[src/rtl/mem_arbiter_pkg.sv]
// Shared types and constants for the fetch/data memory arbiter.
package mem_arbiter_pkg;

  typedef enum logic [1:0] {
    ARB_IDLE   = 2'd0,
    ARB_IFETCH = 2'd1,
    ARB_DATA   = 2'd2
  } arb_state_t;

  typedef enum logic {
    REQ_IF = 1'b0,
    REQ_D  = 1'b1
  } requester_t;

  localparam logic [2:0] WIDTH_WORD = 3'b010;

endpackage

[src/rtl/mem_arbiter_timeout_ctr.sv]
// Wait counter that flags an access stuck without mem_ready.
// Only built when MEM_ARB_TIMEOUT_EN is defined.
`ifdef MEM_ARB_TIMEOUT_EN
module arb_timeout_ctr #(
  parameter int TIMEOUT_CYCLES = 64
) (
  input  logic clk,
  input  logic reset,
  input  logic clr,
  input  logic inc,
  output logic expired
);

  localparam int CW = $clog2(TIMEOUT_CYCLES + 1);

  logic [CW-1:0] r_count;

  always_ff @(posedge clk) begin
    if (reset)
      r_count <= '0;
    else if (clr)
      r_count <= '0;
    else if (inc)
      r_count <= r_count + 1'b1;
  end

  // Expires in the cycle whose increment would make the count reach the limit.
  assign expired = inc && ((int'(r_count) + 1) >= TIMEOUT_CYCLES);

endmodule
`endif

[src/rtl/mem_arbiter.sv]
// Round-robin arbiter of instruction-fetch and data requests onto one memory port.
// Define MEM_ARB_TIMEOUT_EN to abort accesses that never see mem_ready.
module mem_arbiter
  import mem_arbiter_pkg::*;
#(
  parameter int XLEN           = 32,
  parameter int TIMEOUT_CYCLES = 64
) (
  input  logic            clk,
  input  logic            reset,
  input  logic            if_req,
  input  logic [XLEN-1:0] if_addr,
  output logic            if_ack,
  output logic [XLEN-1:0] if_rdata,
  output logic            if_err,
  input  logic            d_req,
  input  logic            d_we,
  input  logic [XLEN-1:0] d_addr,
  input  logic [XLEN-1:0] d_wdata,
  input  logic [2:0]      d_width,
  output logic            d_ack,
  output logic [XLEN-1:0] d_rdata,
  output logic            d_err,
  output logic            mem_req,
  output logic            mem_we,
  output logic [XLEN-1:0] mem_addr,
  output logic [XLEN-1:0] mem_wdata,
  output logic [2:0]      mem_width,
  input  logic [XLEN-1:0] mem_rdata,
  input  logic            mem_ready,
  output logic            timeout_err
);

  arb_state_t r_state, w_nextState;
  requester_t r_lastGrant, w_grantTo;
  logic       w_busy, w_expired, w_done, w_ifCand, w_dCand, w_grant;

  assign w_busy = (r_state != ARB_IDLE);

`ifdef MEM_ARB_TIMEOUT_EN
  logic w_inc;
  logic r_timeoutErr;

  assign w_inc = w_busy && !mem_ready;

  arb_timeout_ctr #(.TIMEOUT_CYCLES(TIMEOUT_CYCLES)) u_timeout (
    .clk     (clk),
    .reset   (reset),
    .clr     (w_grant),
    .inc     (w_inc),
    .expired (w_expired)
  );

  always_ff @(posedge clk) begin
    if (reset)
      r_timeoutErr <= 1'b0;
    else if (w_expired)
      r_timeoutErr <= 1'b1;
  end

  assign timeout_err = r_timeoutErr;
  assign if_err      = if_ack && !mem_ready;
  assign d_err       = d_ack && !mem_ready;
`else
  assign w_expired   = 1'b0;
  assign timeout_err = 1'b0;
  assign if_err      = 1'b0;
  assign d_err       = 1'b0;
`endif

  assign w_done = w_busy && (mem_ready || w_expired);

  // A requester finishing this cycle still holds req high, so it sits out this arbitration.
  assign w_ifCand = if_req && !(w_done && r_state == ARB_IFETCH);
  assign w_dCand  = d_req  && !(w_done && r_state == ARB_DATA);

  always_comb begin
    w_nextState = r_state;
    w_grant     = 1'b0;
    w_grantTo   = r_lastGrant;
    if (!w_busy || w_done) begin
      w_nextState = ARB_IDLE;
      if (w_ifCand && (!w_dCand || r_lastGrant == REQ_D)) begin
        w_nextState = ARB_IFETCH;
        w_grant     = 1'b1;
        w_grantTo   = REQ_IF;
      end else if (w_dCand) begin
        w_nextState = ARB_DATA;
        w_grant     = 1'b1;
        w_grantTo   = REQ_D;
      end
    end
  end

  always_ff @(posedge clk) begin
    if (reset) begin
      r_state     <= ARB_IDLE;
      r_lastGrant <= REQ_D;
    end else begin
      r_state <= w_nextState;
      if (w_grant)
        r_lastGrant <= w_grantTo;
    end
  end

  always_comb begin
    mem_req   = 1'b0;
    mem_we    = 1'b0;
    mem_addr  = '0;
    mem_wdata = '0;
    mem_width = 3'b000;
    if_ack    = 1'b0;
    d_ack     = 1'b0;
    case (r_state)
      ARB_IFETCH: begin
        mem_req   = !w_expired;
        mem_addr  = if_addr;
        mem_width = WIDTH_WORD;
        if_ack    = w_done;
      end
      ARB_DATA: begin
        mem_req   = !w_expired;
        mem_we    = d_we;
        mem_addr  = d_addr;
        mem_wdata = d_wdata;
        mem_width = d_width;
        d_ack     = w_done;
      end
      default: ;
    endcase
    // Reset abandons any access immediately, without an ack.
    if (reset) begin
      mem_req = 1'b0;
      if_ack  = 1'b0;
      d_ack   = 1'b0;
    end
  end

  assign if_rdata = (if_ack && mem_ready) ? mem_rdata : '0;
  assign d_rdata  = (d_ack && mem_ready) ? mem_rdata : '0;

endmodule

[config.mk]
export PLATFORM = sky130hd
export DESIGN_NAME = mem_arbiter
export DESIGN_NICKNAME = d
export VERILOG_FILES = /design/src/rtl/mem_arbiter_pkg.sv /design/src/rtl/mem_arbiter_timeout_ctr.sv /design/src/rtl/mem_arbiter.sv
export SDC_FILE = /design/constraint.sdc
export NUM_CORES = 1
export LEC_CHECK = 0
export CAP_MARGIN = 20
export CORE_AREA = 8 8 99 101
export DETAILED_ROUTE_END_ITERATION = 16
export DIE_AREA = 0 0 107 109
export MAX_ROUTING_LAYER = met4
export PLACE_DENSITY = 0.74
export SETUP_SLACK_MARGIN = 0.05
export SYNTH_ARGS = -nofsm -noshare
export SYNTH_HDL_FRONTEND = slang
export SYNTH_HIERARCHICAL = 1
export SYNTH_SLANG_ARGS = --single-unit
[constraint.sdc]
create_clock -name clk -period 2.9 [get_ports clk]
set_input_delay 0.58 -clock clk [delete_from_list [all_inputs] [get_ports clk]]
set_output_delay 0.58 -clock clk [all_outputs]
set_load 0.005 [all_outputs]
==> results.yml <==
run_status:
  outcome: "finished clean"
sta:
  fin_crit_sh_pct: 93.8
  setup_violations: 0
  rsz0062_at_grt: "false"
  hold_viol: 0
  min_period_ps: 2720
  slew_viol_final: 0
  clock_skew_ps: 1.91
  max_freq_ghz: 0.367
  worst_hold_slack_ps: 465
placed_design:
  numPortBuffers: 271
  dp_hpwl_um: 8530
  place_congestion: 0.815
  place_area_um2: 4280
worst_setup_path:
  path_cells: "inv_1 -> ha_2 -> nand2b_4 -> nor3b_4 -> buf_6 -> buf_16 -> and2_1 -> clkdlybuf4s50_1"
  crit_arrival_ps: 2140
  cp.required_ps: 2320
  reg2reg_from: "r_state[1]$_SDFFE_PP0P_"
  critPathSlowestCell: "clkdlybuf4s50_1"
  max_stage_delay_ps: 500
  r2r_slack_ps: 1410
  reg2reg_depth: 7
  critPathLaunchType: "register"
  cp.depth: 8
  endpoint_kind: "output pin"
  critPathTopFamily: "buffers and inverters"
  critical_path.max_fanout: 16
  path_buf_inv: 4
  r2r-end: "r_state[1]$_SDFFE_PP0P_"
  path_class: "register to output pin"
route:
  dr.pass1.iters: 4
  drt_wl_total_um: 9820
  route.detailed.drc: 0
  met2_length_um: 5130
  met3_length_um: 1040
  ant_nets: 0
  dr.first_iter.drc_count: 60
  via_count: 2481
  top_layer_used: "met4"
  wl_per_cell_um: 16.7
  m1WireLength_um: 3500
  via_per_inst: 4.23
synthesis:
  postSynth.asyncResetShare_pct: 0
  postSynthCellCount: 217
  ys_warn_count: 6
  synth_top_area_share_pct: 40.3
  syn_area_um2: 1490
  yosysTopAreaCell: "and2_1"
  synth-edff-count: 0
  syn_avg_cell_area_um2: 6.87
  synth_flop_cell: "dfxtp_1"
  synth_seq_area_share_pct: 4.03
  synth_area_leaders: "and2_1 (40%), a22oi_1 (16%), nor2b_1 (15%)"
  synth_common_cells: "and2_1 (96), nor2b_1 (35), a22oi_1 (32)"
  yosysUniqueCellTypes: 25
  yosysMostFrequentCell: "and2_1"
  ys_ff_latch: 3
floorplanning:
  initial_utilization_pct: 17.8
  core_um2: 8380
  fp.dieArea_um2: 11700
  num_rows: 34
  ioPinCount: 275
  die-width_um: 107
  die_y_um: 109
final_layout:
  finalNetCount: 620
  drive_gt1_share_pct: 4.59
  stdcell_area_um2: 4370
  nFillCells: 775
  regArea_um2: 62.6
  area_delta_synth_final_pct: 193
  n_antenna_cell: 0
  multiInputGateArea_um2: 1280
worst_hold_path:
  hold_end: "r_state[0]$_SDFFE_PP0P_"
  hp-class: "register to register"
  min-delay-start: "r_state[0]$_SDFFE_PP0P_"
  hold_depth: 2
grt:
  antenna_found_initial: 0
  grt_max_degree: 69
  grt_pass1_wl_um: 14100
  grt-ovfl-total: 0
  grt_usage_pct: 15.7
  grt_pass1_vias: 2547
clocking:
  clk_pin_slew_ps: 30
  clockBufferDepth: 2
  cts_buffers: 3
  cts_max_level: 1
  cts-root-buf: "clkbuf_8"
  cts_tree: "done"
  clk_latency_ps: 220
  clock-sinks: 3
pwr:
  p_per_area_nw_per_um2: 138
  p_leak_uw: 0.00158
  ir_drop_v: 0.0000838
job:
  max-cap-violations: 0
==> state kept, by name, summed over array words and instances (netlist names) <==
register,count
r_lastGrant,1
r_state,2
==> cell type report <==
type / instances / share of cell area (%)
flip-flops and latches: 3 / 1.43
inverters: 3 / 0.258
clock buffers: 4 / 1.03
well taps: 108 / 3.09
multi-input cells: 189 / 29.2
repair buffers: 280 / 65.0
==> worst max path at each step <==
stage / from / end / slack [ps]
after detailed placement: mem_ready / if_rdata[0] / -1
after global routing: r_state[0]$_SDFFE_PP0P_ / if_rdata[9] / 50
after CTS: r_state[0]$_SDFFE_PP0P_ / if_rdata[5] / 100
after floorplan: r_state[0]$_SDFFE_PP0P_ / d_rdata[22] / 960
final: r_state[0]$_SDFFE_PP0P_ / if_rdata[5] / 180
after global placement: mem_ready / if_rdata[0] / 30
==> where the power goes <==
| group | total (uW) | internal, uW | switching [uW] |
|---|---|---|---|
| Combinational | 432 | 299 | 133 |
| Clock | 123 | 93.9 | 29.1 |
| Sequential | 48.1 | 45.4 | 2.70 |
==> tightest hold or removal path: cells and delay by family (launching register included) <==
family | cells | cell delay [ps]
flops | 1 | 320
simple gates | 1 | 50
compound gates | 1 | 50
==> metrics by stage <==
| stage | setup slack [ps] | setup TNS, ps | utilization, % | instances | power [uW] |
|---|---|---|---|---|---|
| floorplan | 957 | 0 | - | 219 | 183 |
| global placement | 28.1 | 0 | 51.1 | 581 | 477 |
| detailed placement | -1.01 | -1.01 | 51.1 | 581 | 483 |
| CTS | 97.7 | 0 | 52.1 | 587 | 613 |
| global route | 51.8 | 0 | 52.1 | 587 | 646 |
| finish | 179 | 0 | 52.1 | 587 | 603 |
==> cell families (layout without fill, tap and decap cells) <==
family	Yosys count	count (layout)	synth area share [%]
AO/OA/AOI/OAI	39	39	19.2
adder cells (fa/ha/maj)	3	3	2.52
buffers and inverters	27	287	11.2
AND/OR/NAND/NOR	144	144	62.8
other	1	3	0.251
flip-flops	3	3	4.03
==> timing repair <==
| item | CTS | global route |
|---|---|---|
| hold buffers | 0 | 0 |
| setup buffers | 1 | 0 |
| pin swaps | 1 | 1 |
| gates resized for setup | 5 | 2 |
| gates cloned | 1 | 0 |
| endpoints found under the setup margin | 16 | 16 |
==> placed cells by master, fill, tap and decap left out <==
cell type          n
buf_16             1
clkdlybuf4s50_1  269
nand3b_1           1
ha_2               2
nand2b_4           1
ha_1               1
conb_1             3
dfxtp_1            1
nor3b_4            2
inv_1              3
nand2b_1           1
a22oi_1           32
buf_4              4
a2bb2oi_1          1
o21ai_0            2
a21oi_1            2
buf_6              1
nand2_1            1
nor2_1             2
o311a_1            1
a21o_1             1
clkbuf_8           3
buf_12             3
dlygate4sd2_1      2
clkbuf_1           1
nand4b_1           1
and2_1            96
and3b_1            1
and2_2             3
dfxtp_2            2
nor2b_1           35
==> routing by layer <==
metal	vias to the layer above	track usage (%)
li1	1231	-
met1	1079	15.4
met2	161	28.8
met3	10	5.73
met4	0	4.32
met5	-	-
Power figures use the tool's default switching activity.
